$ cat src/rtl/wb_daq_csr_array_pkg.sv
// rtl/wb_daq_csr_array_pkg.sv - register map constants shared by the DAQ CSR block
// Holds byte offsets, the ID word and the CONTROL bit positions.
package wb_daq_csr_array_pkg;

    localparam logic [7:0] OFF_CONTROL    = 8'h00;
    localparam logic [7:0] OFF_IRQ_STATUS = 8'h04;
    localparam logic [7:0] OFF_IRQ_ENABLE = 8'h08;
    localparam logic [7:0] OFF_ID         = 8'h0C;
    localparam logic [7:0] OFF_CHAN_BASE  = 8'h10;
    localparam logic [7:0] CHAN_STRIDE    = 8'h10;

    localparam logic [7:0] CH_OFF_ADDRESS = 8'h0;
    localparam logic [7:0] CH_OFF_CONTROL = 8'h4;
    localparam logic [7:0] CH_OFF_STATUS  = 8'h8;
    localparam logic [7:0] CH_OFF_RSVD    = 8'hC;

    localparam logic [15:0] ID_MAGIC = 16'hDA02;

    localparam int CTRL_IRQ_EN_BIT  = 0;
    localparam int CHCTRL_START_BIT = 0;

    typedef enum logic [2:0] {
        REG_NONE,
        REG_CONTROL,
        REG_IRQ_STATUS,
        REG_IRQ_ENABLE,
        REG_ID,
        REG_CH_ADDR,
        REG_CH_CTRL,
        REG_CH_STATUS
    } reg_sel_e;

    function automatic logic [31:0] id_value(input int num_ch);
        return {ID_MAGIC, 8'd0, num_ch[7:0]};
    endfunction

endpackage

$ cat src/rtl/wb_daq_csr_array_if.sv
// rtl/wb_daq_csr_array_if.sv - Wishbone classic slave bus bundle for the DAQ CSR block
// The slave modport is the register block side, master is the bus initiator.
interface wb_daq_csr_array_if #(
    parameter int dw = 32,
    parameter int aw = 8
);
    logic [aw-1:0] wb_adr_i;
    logic [dw-1:0] wb_dat_i;
    logic [3:0]    wb_sel_i;
    logic          wb_we_i;
    logic          wb_cyc_i;
    logic          wb_stb_i;
    logic [2:0]    wb_cti_i;
    logic [1:0]    wb_bte_i;
    logic [dw-1:0] wb_dat_o;
    logic          wb_ack_o;
    logic          wb_err_o;
    logic          wb_rty_o;

    modport slave (
        input  wb_adr_i, wb_dat_i, wb_sel_i, wb_we_i, wb_cyc_i, wb_stb_i,
        input  wb_cti_i, wb_bte_i,
        output wb_dat_o, wb_ack_o, wb_err_o, wb_rty_o
    );

    modport master (
        output wb_adr_i, wb_dat_i, wb_sel_i, wb_we_i, wb_cyc_i, wb_stb_i,
        output wb_cti_i, wb_bte_i,
        input  wb_dat_o, wb_ack_o, wb_err_o, wb_rty_o
    );

endinterface

$ cat src/rtl/wb_daq_csr_byte_reg.sv
// rtl/wb_daq_csr_byte_reg.sv - one byte-enabled read/write register
// WMASK marks the bits that are actually stored; masked-off bits stay zero.
module wb_daq_csr_byte_reg #(
    parameter int            dw    = 32,
    parameter logic [dw-1:0] WMASK = '1
) (
    input  logic            i_clk,
    input  logic            i_rst,
    input  logic            i_we,
    input  logic [dw/8-1:0] i_sel,
    input  logic [dw-1:0]   i_dat,
    output logic [dw-1:0]   o_q
);

    logic [dw-1:0] r_q;
    logic [dw-1:0] w_bits;

    always_comb begin
        w_bits = '0;
        for (int b = 0; b < dw/8; b++) begin
            w_bits[b*8 +: 8] = {8{i_sel[b]}};
        end
        w_bits = w_bits & WMASK;
    end

    always_ff @(posedge i_clk) begin
        if (i_rst) begin
            r_q <= '0;
        end else if (i_we) begin
            r_q <= (r_q & ~w_bits) | (i_dat & w_bits);
        end
    end

    assign o_q = r_q;

endmodule

$ cat src/rtl/wb_daq_csr_array.sv
// rtl/wb_daq_csr_array.sv - Wishbone CSR array for a multi-channel DAQ engine
// Define WB_DAQ_CSR_ERR_EN to answer unmapped/reserved/RO-write accesses with wb_err_o.
module wb_daq_csr_array
    import wb_daq_csr_array_pkg::*;
#(
    parameter int dw           = 32,
    parameter int aw           = 8,
    parameter int NUM_CHANNELS = 4
) (
    input  logic                       wb_clk,
    input  logic                       wb_rst,
    wb_daq_csr_array_if.slave          wb,
    output logic [dw-1:0]              daq_control_reg,
    output logic [NUM_CHANNELS*dw-1:0] daq_channel_address_reg,
    output logic [NUM_CHANNELS*dw-1:0] daq_channel_control_reg,
    output logic [NUM_CHANNELS-1:0]    daq_channel_start,
    input  logic [NUM_CHANNELS*dw-1:0] daq_channel_status_reg,
    input  logic [NUM_CHANNELS-1:0]    daq_channel_event,
    output logic                       interrupt
);

    localparam logic [dw-1:0] FULL_WMASK    = '1;
    localparam logic [dw-1:0] CH_CTRL_WMASK = ~(dw'(1));
    localparam logic [dw-1:0] IRQ_EN_WMASK  = dw'((1 << NUM_CHANNELS) - 1);

    logic [aw-5:0]           w_blk;
    logic [2:0]              w_ch;
    reg_sel_e                w_sel;
    logic                    w_access;
    logic                    w_wr;
    logic                    w_bad;
    logic [dw-1:0]           w_rdata;
    logic [dw-1:0]           w_irq_en;
    logic [NUM_CHANNELS-1:0] w_w1c;
    logic [NUM_CHANNELS-1:0] w_start;
    logic [dw-1:0]           w_ch_addr [8];
    logic [dw-1:0]           w_ch_ctrl [8];
    logic [dw-1:0]           w_ch_stat [8];
    logic                    w_unused;

    logic                    r_ack;
    logic                    r_err;
    logic [dw-1:0]           r_dat;
    logic                    r_interrupt;
    logic [NUM_CHANNELS-1:0] r_irq_status;
    logic [NUM_CHANNELS-1:0] r_start;

    // Each 16-byte block is one page: block 0 holds globals, block n+1 holds channel n.
    assign w_blk = wb.wb_adr_i[aw-1:4];
    assign w_ch  = 3'(w_blk) - 3'd1;

    always_comb begin
        w_sel = REG_NONE;
        if (w_blk == '0) begin
            case (wb.wb_adr_i[3:2])
                OFF_CONTROL[3:2]:    w_sel = REG_CONTROL;
                OFF_IRQ_STATUS[3:2]: w_sel = REG_IRQ_STATUS;
                OFF_IRQ_ENABLE[3:2]: w_sel = REG_IRQ_ENABLE;
                OFF_ID[3:2]:         w_sel = REG_ID;
                default:             w_sel = REG_NONE;
            endcase
        end else if (w_blk <= NUM_CHANNELS[aw-5:0]) begin
            case (wb.wb_adr_i[3:2])
                CH_OFF_ADDRESS[3:2]: w_sel = REG_CH_ADDR;
                CH_OFF_CONTROL[3:2]: w_sel = REG_CH_CTRL;
                CH_OFF_STATUS[3:2]:  w_sel = REG_CH_STATUS;
                default:             w_sel = REG_NONE;
            endcase
        end
    end

`ifdef WB_DAQ_CSR_ERR_EN
    assign w_bad = (w_sel == REG_NONE) ||
                   (wb.wb_we_i && ((w_sel == REG_ID) || (w_sel == REG_CH_STATUS)));
`else
    assign w_bad = 1'b0;
`endif

    // Blocking on the previous cycle's ack/err makes a held strobe ack every other cycle.
    assign w_access = wb.wb_cyc_i & wb.wb_stb_i & ~r_ack & ~r_err;
    assign w_wr     = w_access & wb.wb_we_i & ~w_bad;
    assign w_w1c    = (w_wr && (w_sel == REG_IRQ_STATUS) && wb.wb_sel_i[0]) ?
                      wb.wb_dat_i[NUM_CHANNELS-1:0] : '0;

    wb_daq_csr_byte_reg #(.dw(dw), .WMASK(FULL_WMASK)) u_control (
        .i_clk (wb_clk),
        .i_rst (wb_rst),
        .i_we  (w_wr && (w_sel == REG_CONTROL)),
        .i_sel (wb.wb_sel_i),
        .i_dat (wb.wb_dat_i),
        .o_q   (daq_control_reg)
    );

    wb_daq_csr_byte_reg #(.dw(dw), .WMASK(IRQ_EN_WMASK)) u_irq_enable (
        .i_clk (wb_clk),
        .i_rst (wb_rst),
        .i_we  (w_wr && (w_sel == REG_IRQ_ENABLE)),
        .i_sel (wb.wb_sel_i),
        .i_dat (wb.wb_dat_i),
        .o_q   (w_irq_en)
    );

    genvar n;
    generate
        for (n = 0; n < 8; n++) begin : g_ch
            if (n < NUM_CHANNELS) begin : g_on
                logic w_addr_we;
                logic w_ctrl_we;

                assign w_addr_we = w_wr && (w_sel == REG_CH_ADDR) && (w_ch == 3'(n));
                assign w_ctrl_we = w_wr && (w_sel == REG_CH_CTRL) && (w_ch == 3'(n));

                wb_daq_csr_byte_reg #(.dw(dw), .WMASK(FULL_WMASK)) u_addr (
                    .i_clk (wb_clk),
                    .i_rst (wb_rst),
                    .i_we  (w_addr_we),
                    .i_sel (wb.wb_sel_i),
                    .i_dat (wb.wb_dat_i),
                    .o_q   (daq_channel_address_reg[n*dw +: dw])
                );

                // The start bit is never stored; it only launches a one-cycle pulse.
                wb_daq_csr_byte_reg #(.dw(dw), .WMASK(CH_CTRL_WMASK)) u_ctrl (
                    .i_clk (wb_clk),
                    .i_rst (wb_rst),
                    .i_we  (w_ctrl_we),
                    .i_sel (wb.wb_sel_i),
                    .i_dat (wb.wb_dat_i),
                    .o_q   (daq_channel_control_reg[n*dw +: dw])
                );

                assign w_start[n]   = w_ctrl_we & wb.wb_sel_i[0] & wb.wb_dat_i[CHCTRL_START_BIT];
                assign w_ch_addr[n] = daq_channel_address_reg[n*dw +: dw];
                assign w_ch_ctrl[n] = daq_channel_control_reg[n*dw +: dw];
                assign w_ch_stat[n] = daq_channel_status_reg[n*dw +: dw];
            end else begin : g_off
                assign w_ch_addr[n] = '0;
                assign w_ch_ctrl[n] = '0;
                assign w_ch_stat[n] = '0;
            end
        end
    endgenerate

    always_comb begin
        w_rdata = '0;
        case (w_sel)
            REG_CONTROL:    w_rdata = daq_control_reg;
            REG_IRQ_STATUS: w_rdata = dw'(r_irq_status);
            REG_IRQ_ENABLE: w_rdata = w_irq_en;
            REG_ID:         w_rdata = dw'(id_value(NUM_CHANNELS));
            REG_CH_ADDR:    w_rdata = w_ch_addr[w_ch];
            REG_CH_CTRL:    w_rdata = w_ch_ctrl[w_ch];
            REG_CH_STATUS:  w_rdata = w_ch_stat[w_ch];
            default:        w_rdata = '0;
        endcase
    end

    always_ff @(posedge wb_clk) begin
        if (wb_rst) begin
            r_ack        <= 1'b0;
            r_err        <= 1'b0;
            r_dat        <= '0;
            r_irq_status <= '0;
            r_start      <= '0;
            r_interrupt  <= 1'b0;
        end else begin
            r_ack        <= w_access & ~w_bad;
            r_err        <= w_access & w_bad;
            r_dat        <= (w_access & ~w_bad) ? w_rdata : '0;
            r_irq_status <= (r_irq_status & ~w_w1c) | daq_channel_event;
            r_start      <= w_start;
            r_interrupt  <= daq_control_reg[CTRL_IRQ_EN_BIT] &
                            (|(r_irq_status & w_irq_en[NUM_CHANNELS-1:0]));
        end
    end

    assign wb.wb_dat_o        = r_dat;
    assign wb.wb_ack_o        = r_ack;
    assign wb.wb_err_o        = r_err;
    assign wb.wb_rty_o        = 1'b0;
    assign daq_channel_start  = r_start;
    assign interrupt          = r_interrupt;

    assign w_unused = ^{wb.wb_cti_i, wb.wb_bte_i, wb.wb_adr_i[1:0]};

endmodule

$ cat src/flat_wrapper.sv
// flat-port wrapper written by rule: the top's interface ports become plain ports
module wb_daq_csr_array_flat import wb_daq_csr_array_pkg::*;
#(
    parameter int dw           = 32,
    parameter int aw           = 8,
    parameter int NUM_CHANNELS = 4
)
  (wb_clk, wb_rst, daq_control_reg, daq_channel_address_reg, daq_channel_control_reg, daq_channel_start, daq_channel_status_reg, daq_channel_event, interrupt, wb_wb_adr_i, wb_wb_dat_i, wb_wb_sel_i, wb_wb_we_i, wb_wb_cyc_i, wb_wb_stb_i, wb_wb_cti_i, wb_wb_bte_i, wb_wb_dat_o, wb_wb_ack_o, wb_wb_err_o, wb_wb_rty_o);
  wb_daq_csr_array_if #(.dw(dw), .aw(aw)) wb_i ();
  input  logic wb_clk;
  input  logic wb_rst;
  output logic [dw-1:0] daq_control_reg;
  output logic [NUM_CHANNELS*dw-1:0] daq_channel_address_reg;
  output logic [NUM_CHANNELS*dw-1:0] daq_channel_control_reg;
  output logic [NUM_CHANNELS-1:0] daq_channel_start;
  input  logic [NUM_CHANNELS*dw-1:0] daq_channel_status_reg;
  input  logic [NUM_CHANNELS-1:0] daq_channel_event;
  output logic interrupt;
  input wire logic [$bits(wb_i.wb_adr_i)-1:0] wb_wb_adr_i;
  input wire logic [$bits(wb_i.wb_dat_i)-1:0] wb_wb_dat_i;
  input wire logic [$bits(wb_i.wb_sel_i)-1:0] wb_wb_sel_i;
  input wire logic [$bits(wb_i.wb_we_i)-1:0] wb_wb_we_i;
  input wire logic [$bits(wb_i.wb_cyc_i)-1:0] wb_wb_cyc_i;
  input wire logic [$bits(wb_i.wb_stb_i)-1:0] wb_wb_stb_i;
  input wire logic [$bits(wb_i.wb_cti_i)-1:0] wb_wb_cti_i;
  input wire logic [$bits(wb_i.wb_bte_i)-1:0] wb_wb_bte_i;
  output wire logic [$bits(wb_i.wb_dat_o)-1:0] wb_wb_dat_o;
  output wire logic [$bits(wb_i.wb_ack_o)-1:0] wb_wb_ack_o;
  output wire logic [$bits(wb_i.wb_err_o)-1:0] wb_wb_err_o;
  output wire logic [$bits(wb_i.wb_rty_o)-1:0] wb_wb_rty_o;
  assign wb_i.wb_adr_i = wb_wb_adr_i;
  assign wb_i.wb_dat_i = wb_wb_dat_i;
  assign wb_i.wb_sel_i = wb_wb_sel_i;
  assign wb_i.wb_we_i = wb_wb_we_i;
  assign wb_i.wb_cyc_i = wb_wb_cyc_i;
  assign wb_i.wb_stb_i = wb_wb_stb_i;
  assign wb_i.wb_cti_i = wb_wb_cti_i;
  assign wb_i.wb_bte_i = wb_wb_bte_i;
  assign wb_wb_dat_o = wb_i.wb_dat_o;
  assign wb_wb_ack_o = wb_i.wb_ack_o;
  assign wb_wb_err_o = wb_i.wb_err_o;
  assign wb_wb_rty_o = wb_i.wb_rty_o;
  wb_daq_csr_array #(.dw(dw), .aw(aw), .NUM_CHANNELS(NUM_CHANNELS)) u_core (.wb_clk(wb_clk), .wb_rst(wb_rst), .wb(wb_i), .daq_control_reg(daq_control_reg), .daq_channel_address_reg(daq_channel_address_reg), .daq_channel_control_reg(daq_channel_control_reg), .daq_channel_start(daq_channel_start), .daq_channel_status_reg(daq_channel_status_reg), .daq_channel_event(daq_channel_event), .interrupt(interrupt));
endmodule
$ cat config.mk
export PLATFORM = sky130hd
export DESIGN_NAME = wb_daq_csr_array_flat
export DESIGN_NICKNAME = d
export VERILOG_FILES = /design/src/rtl/wb_daq_csr_array_pkg.sv /design/src/rtl/wb_daq_csr_array_if.sv /design/src/rtl/wb_daq_csr_byte_reg.sv /design/src/rtl/wb_daq_csr_array.sv /design/src/flat_wrapper.sv
export SDC_FILE = /design/constraint.sdc
export NUM_CORES = 1
export LEC_CHECK = 0
export CAP_MARGIN = 30
export CORE_MARGIN = 3
export CORE_UTILIZATION = 38
export DETAILED_ROUTE_END_ITERATION = 6
export GPL_ROUTABILITY_DRIVEN = 0
export PLACE_DENSITY_LB_ADDON = 0.25
export SYNTH_ARGS = -nofsm -noshare
export SYNTH_HDL_FRONTEND = slang
export SYNTH_SLANG_ARGS = --single-unit
$ cat constraint.sdc
create_clock -name wb_clk -period 3.82 [get_ports wb_clk]
set_clock_uncertainty 0.2 [all_clocks]
set_input_delay 0.764 -clock wb_clk [delete_from_list [all_inputs] [get_ports wb_clk]]
set_output_delay 0.764 -clock wb_clk [all_outputs]
set_load 0.02 [all_outputs]
==> results of run 1 <==
## worst min path at each step
stage,from,to,slack [ns],cells after the start
finish,flip-flop,flip-flop,0.27,2
floorplan,u_core.r_irq_status[3],u_core.r_irq_status[3],0.27,2
detailed placement,flip-flop,flip-flop,0.26,2
global placement,flip-flop,flip-flop,0.25,2
CTS,flip-flop,flip-flop,0.27,2
global route,flip-flop,flip-flop,0.28,2
## synth_stat cells, types with 10 or more instances
library cell and number:
mux2i_1 270, o22ai_1 23, inv_1 28, mux4_2 95
clkbuf_1 90, nor4_4 10, buf_1 14, nor2_1 251
nand4_2 16, dfxtp_1 330, buf_2 26, nand4_1 11
a22o_1 23, nand2_1 104, a21oi_1 63
## cells in the final DEF, fill, tap and decap left out, drive strengths merged, types with 23 or more instances in the layout
cell           count
inv               29
nand2            104
dfxtp            330
mux4              95
a22o              23
o22ai             23
buf               74
clkbuf            56
a21oi             63
clkdlybuf4s50    498
nor2             252
mux2i            270
nand4             27
## report_power, final
part	internal, mW	switching (mW)	total (mW)
Clock	2.23	1.43	3.66
Sequential	3.45	0.00425	3.45
Combinational	0.352	0.403	0.755
## logic make-up after synthesis
group | Yosys count | synth area share (%)
buf+inv | 168 | 4.56
xor+xnor | 1 | 0.0564
other cells | 1 | 0.0242
flops | 330 | 42.6
mux | 366 | 31.3
compound gates | 146 | 6.24
simple gates | 449 | 14.6
fa+ha+maj | 9 | 0.725
## routing by layer
layer / GRT usage [%] / part of all wire [%]
met1: 31.7 / 41
met3: 6.11 / 7.5
met4: 6.95 / 2.4
met2: 44.2 / 49
met5: 0 / 0.042
## metrics by stage
step                instances  power (mW)  util, %  hold WS, ns
floorplan                1475        3.95        -        0.267
global placement         2432        4.27     53.2        0.254
detailed placement       2432        4.28     53.2        0.257
CTS                      2499        7.96     56.3        0.265
global route             2500        8.12     56.3        0.285
finish                   2500        7.87     56.3        0.266
## area by class of cell
type | instances | share of cell area [%]
multi-input combinational | 977 | 36.8
sequential | 330 | 29.3
timing repair buffer | 572 | 24.9
clock buffer | 56 | 4.97
tap | 525 | 2.92
clock inverter | 11 | 0.628
inverter | 28 | 0.466
antenna | 1 | 0.0111
## critical path: stages
cell and delay, ns:
clkdlybuf4s50_1 0.52, inv_1 0.11, ha_4 0.20, xor2_1 0.19
mux2_4 0.46, or4_1 0.81, nand2_1 0.17, a21oi_1 0.07
==> results.toml, run 1 <==
[floorplan]
initial_core_util_pct = 38.8
fp.dieW_um = 208
dieArea_um2 = 43300
floorplan.io_pins = 514
coreArea_um2 = 40000
num_rows = 73
die_h_um = 208

[routing]
avgViaCountPerCell = 5.37
first_iter_violations = 749
postRouteWirelength_um = 57700
routedWlPerCell_um = 23.1
dr.pass1.iters = 7
num_vias = 13400
ant_nets = 0
drc = 0

[setup_path]
arrival_ns = 3.33
worstSetupEndpointType = "flip-flop"
worstSetupStartpointType = "primary input"
criticalPathCategory = "primary input to flip-flop"
path_max_fanout = 20
worstSetupStartpoint = "wb_wb_adr_i[5]"
reg2reg_from = "u_core.wb.wb_ack_o"
required_ns = 3.98
reg2reg_slack_ns = 1.12
reg2regPathDepth = 5

[place]
dp_worst_setup_slack_ns = 0.154
place_area_um2 = 21300
port-buffer-count = 500
hpwl_um = 40900

[cts]
post-cts-setup-buffers = 0
clock-sinks = 330
cts_buffer_depth = 3
cts_resized = 0
path_clk_slew_ns = 0.06
htreeDepth = 2
cts_tree = "done"
clock_latency_ns = 0.52
root_buffer = "clkbuf_16"
ctsHoldBuffers = 0
cts_buffers = 38

[global_route]
grt_start_max_net_pins = 164
antenna_found_initial = 3
grt_pass1_vias = 13600
grt_pass1_wl_um = 85600
overflow = 0
grtUsageTotal_pct = 25.4

[synthesis]
asyncSetResetFlopFracSynth_pct = 0
yosysWarnings = 0
seq_area_frac_synth_pct = 42.6
synth_top_area_share_pct = 42.6
ys_types = 52
yosysTopAreaCell = "dfxtp_1"
synth_area_per_cell_um2 = 10.6
ys_ff_latch = 330
ys.flop_type = "dfxtp_1"
synth.area.top_cells = "dfxtp_1 43%, mux2i_1 17%, mux4_2 14%"
synth_edf_count = 0
netlist_area_um2 = 15500
postSynthCellCount = 1470

[timing]
rsz0062_at_grt = "false"
slew_viol_final = 0
tightest_slew_ns = 0.918
min_period_over_period_pct = 82.8
relSlewSlack_pct = 38.8
fin_tns_setup_ns = 0
fin_ws_ns = 0.657
finalSetupViolCount = 0
timing.final.crit_period_ns = 3.16
finalHoldViolCount = 0
fmax_mhz = 316

[pwr]
ir_worst_vdd_mv = 0.273
p_per_area_nw_per_um2 = 349
leakagePower_nw = 8.87

[run]
drv_cap = 0

[cells_and_area]
area_growth_pct = 45.1
design_area_um2 = 22500
multi_input_area_um2 = 8300
nets = 2142
drive_above_1_share_pct = 14.3
fill_cells = 3461
seqCellArea_um2 = 6610

[hold_path]
hp-class = "flip-flop to flip-flop"

[status]
status = "finished clean"
Power figures use the tool's default switching activity.
==> run 2: changes to the inputs <==
==> constraint.sdc (replaced) <==
create_clock -name wb_clk -period 2.9 [get_ports wb_clk]
set_clock_uncertainty 0.2 [all_clocks]
set_input_delay 0.58 -clock wb_clk [delete_from_list [all_inputs] [get_ports wb_clk]]
set_output_delay 0.58 -clock wb_clk [all_outputs]
set_load 0.02 [all_outputs]
==> results.toml, run 2 (synthesized netlist as in run 1, its figures left out) <==
[cts]
cts_resized = 0
root_buffer = "clkbuf_16"
cts_tree = "done"
htreeDepth = 2
cts_buffer_depth = 3
cts_buffers = 37
post-cts-setup-buffers = 0
ctsHoldBuffers = 0
path_clk_slew_ns = 0.06
clock-sinks = 330
clock_latency_ns = 0.53

[pwr]
p_sw_mw = 2.41
p_per_area_nw_per_um2 = 431
ir_worst_vdd_mv = 0.430
pwr-share-comb_pct = 11.1
finalPower_mw = 10.2
p_int_mw = 7.81
pwr-share-seq_pct = 44.4
leakagePower_nw = 9.42
clock_power_share_pct = 44.4
netSwitchingFraction_pct = 23.6

[timing]
timing.final.crit_period_ns = 2.71
finalHoldViolCount = 0
finalSetupViolCount = 0
relSlewSlack_pct = 40.8
min_period_over_period_pct = 93.4
tightest_slew_ns = 0.886
slew_viol_final = 0
fmax_mhz = 369
rsz0062_at_grt = "false"
fin_tns_setup_ns = 0

[setup_path]
worstSetupEndpointType = "flip-flop"
required_ns = 3.16
path_max_fanout = 22
arrival_ns = 2.97
criticalPathCategory = "primary input to flip-flop"
worstSetupStartpointType = "primary input"

[routing]
first_iter_violations = 836
wl_met2_um = 27900
ant_nets = 0
wl_met3_um = 4470
num_vias = 13700
top_layer = "met5"
routedWlPerCell_um = 22.2
drc = 0
avgViaCountPerCell = 5.31
wl_met1_um = 23400
dr.pass1.iters = 5
postRouteWirelength_um = 57400

[place]
hpwl_um = 41500
dp_cells = 2521
port-buffer-count = 500
place_area_um2 = 22500

[run]
drv_cap = 0

[global_route]
antenna_found_initial = 3
grt_pass1_wl_um = 86300
grtUsageTotal_pct = 25.5
grt_start_max_net_pins = 154
grt_pass1_vias = 13900
overflow = 0

[floorplan]
coreArea_um2 = 40000
num_rows = 73
die_h_um = 208
dieArea_um2 = 43300
floorplan.io_pins = 514
fp.dieW_um = 208
initial_core_util_pct = 38.8

[cells_and_area]
design_area_um2 = 23700
final_cell_mix = "498 x clkdlybuf4s50_1, 330 x dfxtp_1, 269 x mux2i_1"
area_growth_pct = 52.7
drive_above_1_share_pct = 18.1
nets = 2230
final_cells = 2586
final_common_cell = "clkdlybuf4s50_1"

[hold_path]
hp-class = "flip-flop to flip-flop"

[status]
status = "finished clean"
-- run 2: cell type report --
class                           count  area (um^2)
Fill cell                        3360        16300
Multi-Input combinational cell    977         8400
Timing Repair Buffer              661         6740
Sequential cell                   330         6610
Clock buffer                       56         1140
Tap cell                          525          657
Inverter                           28          110
Clock inverter                      7         41.3
Antenna cell                        2         5.00
-- run 2: worst max-delay path, cell delays in order --
cell and delay (ns):
clkdlybuf4s50_1 0.54, inv_1 0.08, ha_1 0.29, nor2b_1 0.13, buf_4 0.15, nand2_4 0.06, a21o_1 0.20, nor2_4 0.68
a22o_1 0.26
-- run 2: power by group through the flow --
| stage | clock network [mW] | registers (mW) | logic [mW] |
|---|---|---|---|
| finish | 4.55 | 4.55 | 1.14 |
| global route | 4.84 | 4.54 | 1.20 |
| CTS | 4.65 | 4.54 | 1.14 |
| detailed placement | 0 | 4.65 | 1.14 |
| global placement | 0 | 4.64 | 1.12 |
| floorplan | 0 | 4.65 | 0.576 |
-- run 2: path summary, 6_finish.rpt --
kind	slack (ns)	to	start	depth (start not counted)
hold / removal	0.27	flip-flop	flip-flop	2
setup reg to reg	0.60	flip-flop	u_core.wb.wb_ack_o	8
hold reg to reg	0.27	flip-flop	flip-flop	2
setup / recovery	0.19	u_core.wb.wb_dat_o[29]	wb_wb_adr_i[2]	9
-- run 2: metal layers --
metal	GRT usage, %	vias up
met5	0	-
li1	-	6375
met4	7.30	2
met3	6.65	99
met2	43.3	546
met1	32.2	6704
-- run 2: per-stage QoR --
stage / util [%] / setup slack [ns] / hold WS, ns
after floorplan: - / -0.157 / 0.267
after global placement: 56.3 / -0.276 / 0.252
after detailed placement: 56.3 / -0.345 / 0.263
after CTS: 59.2 / 0.209 / 0.269
after global routing: 59.3 / 0.0719 / 0.286
final: 59.3 / 0.190 / 0.267
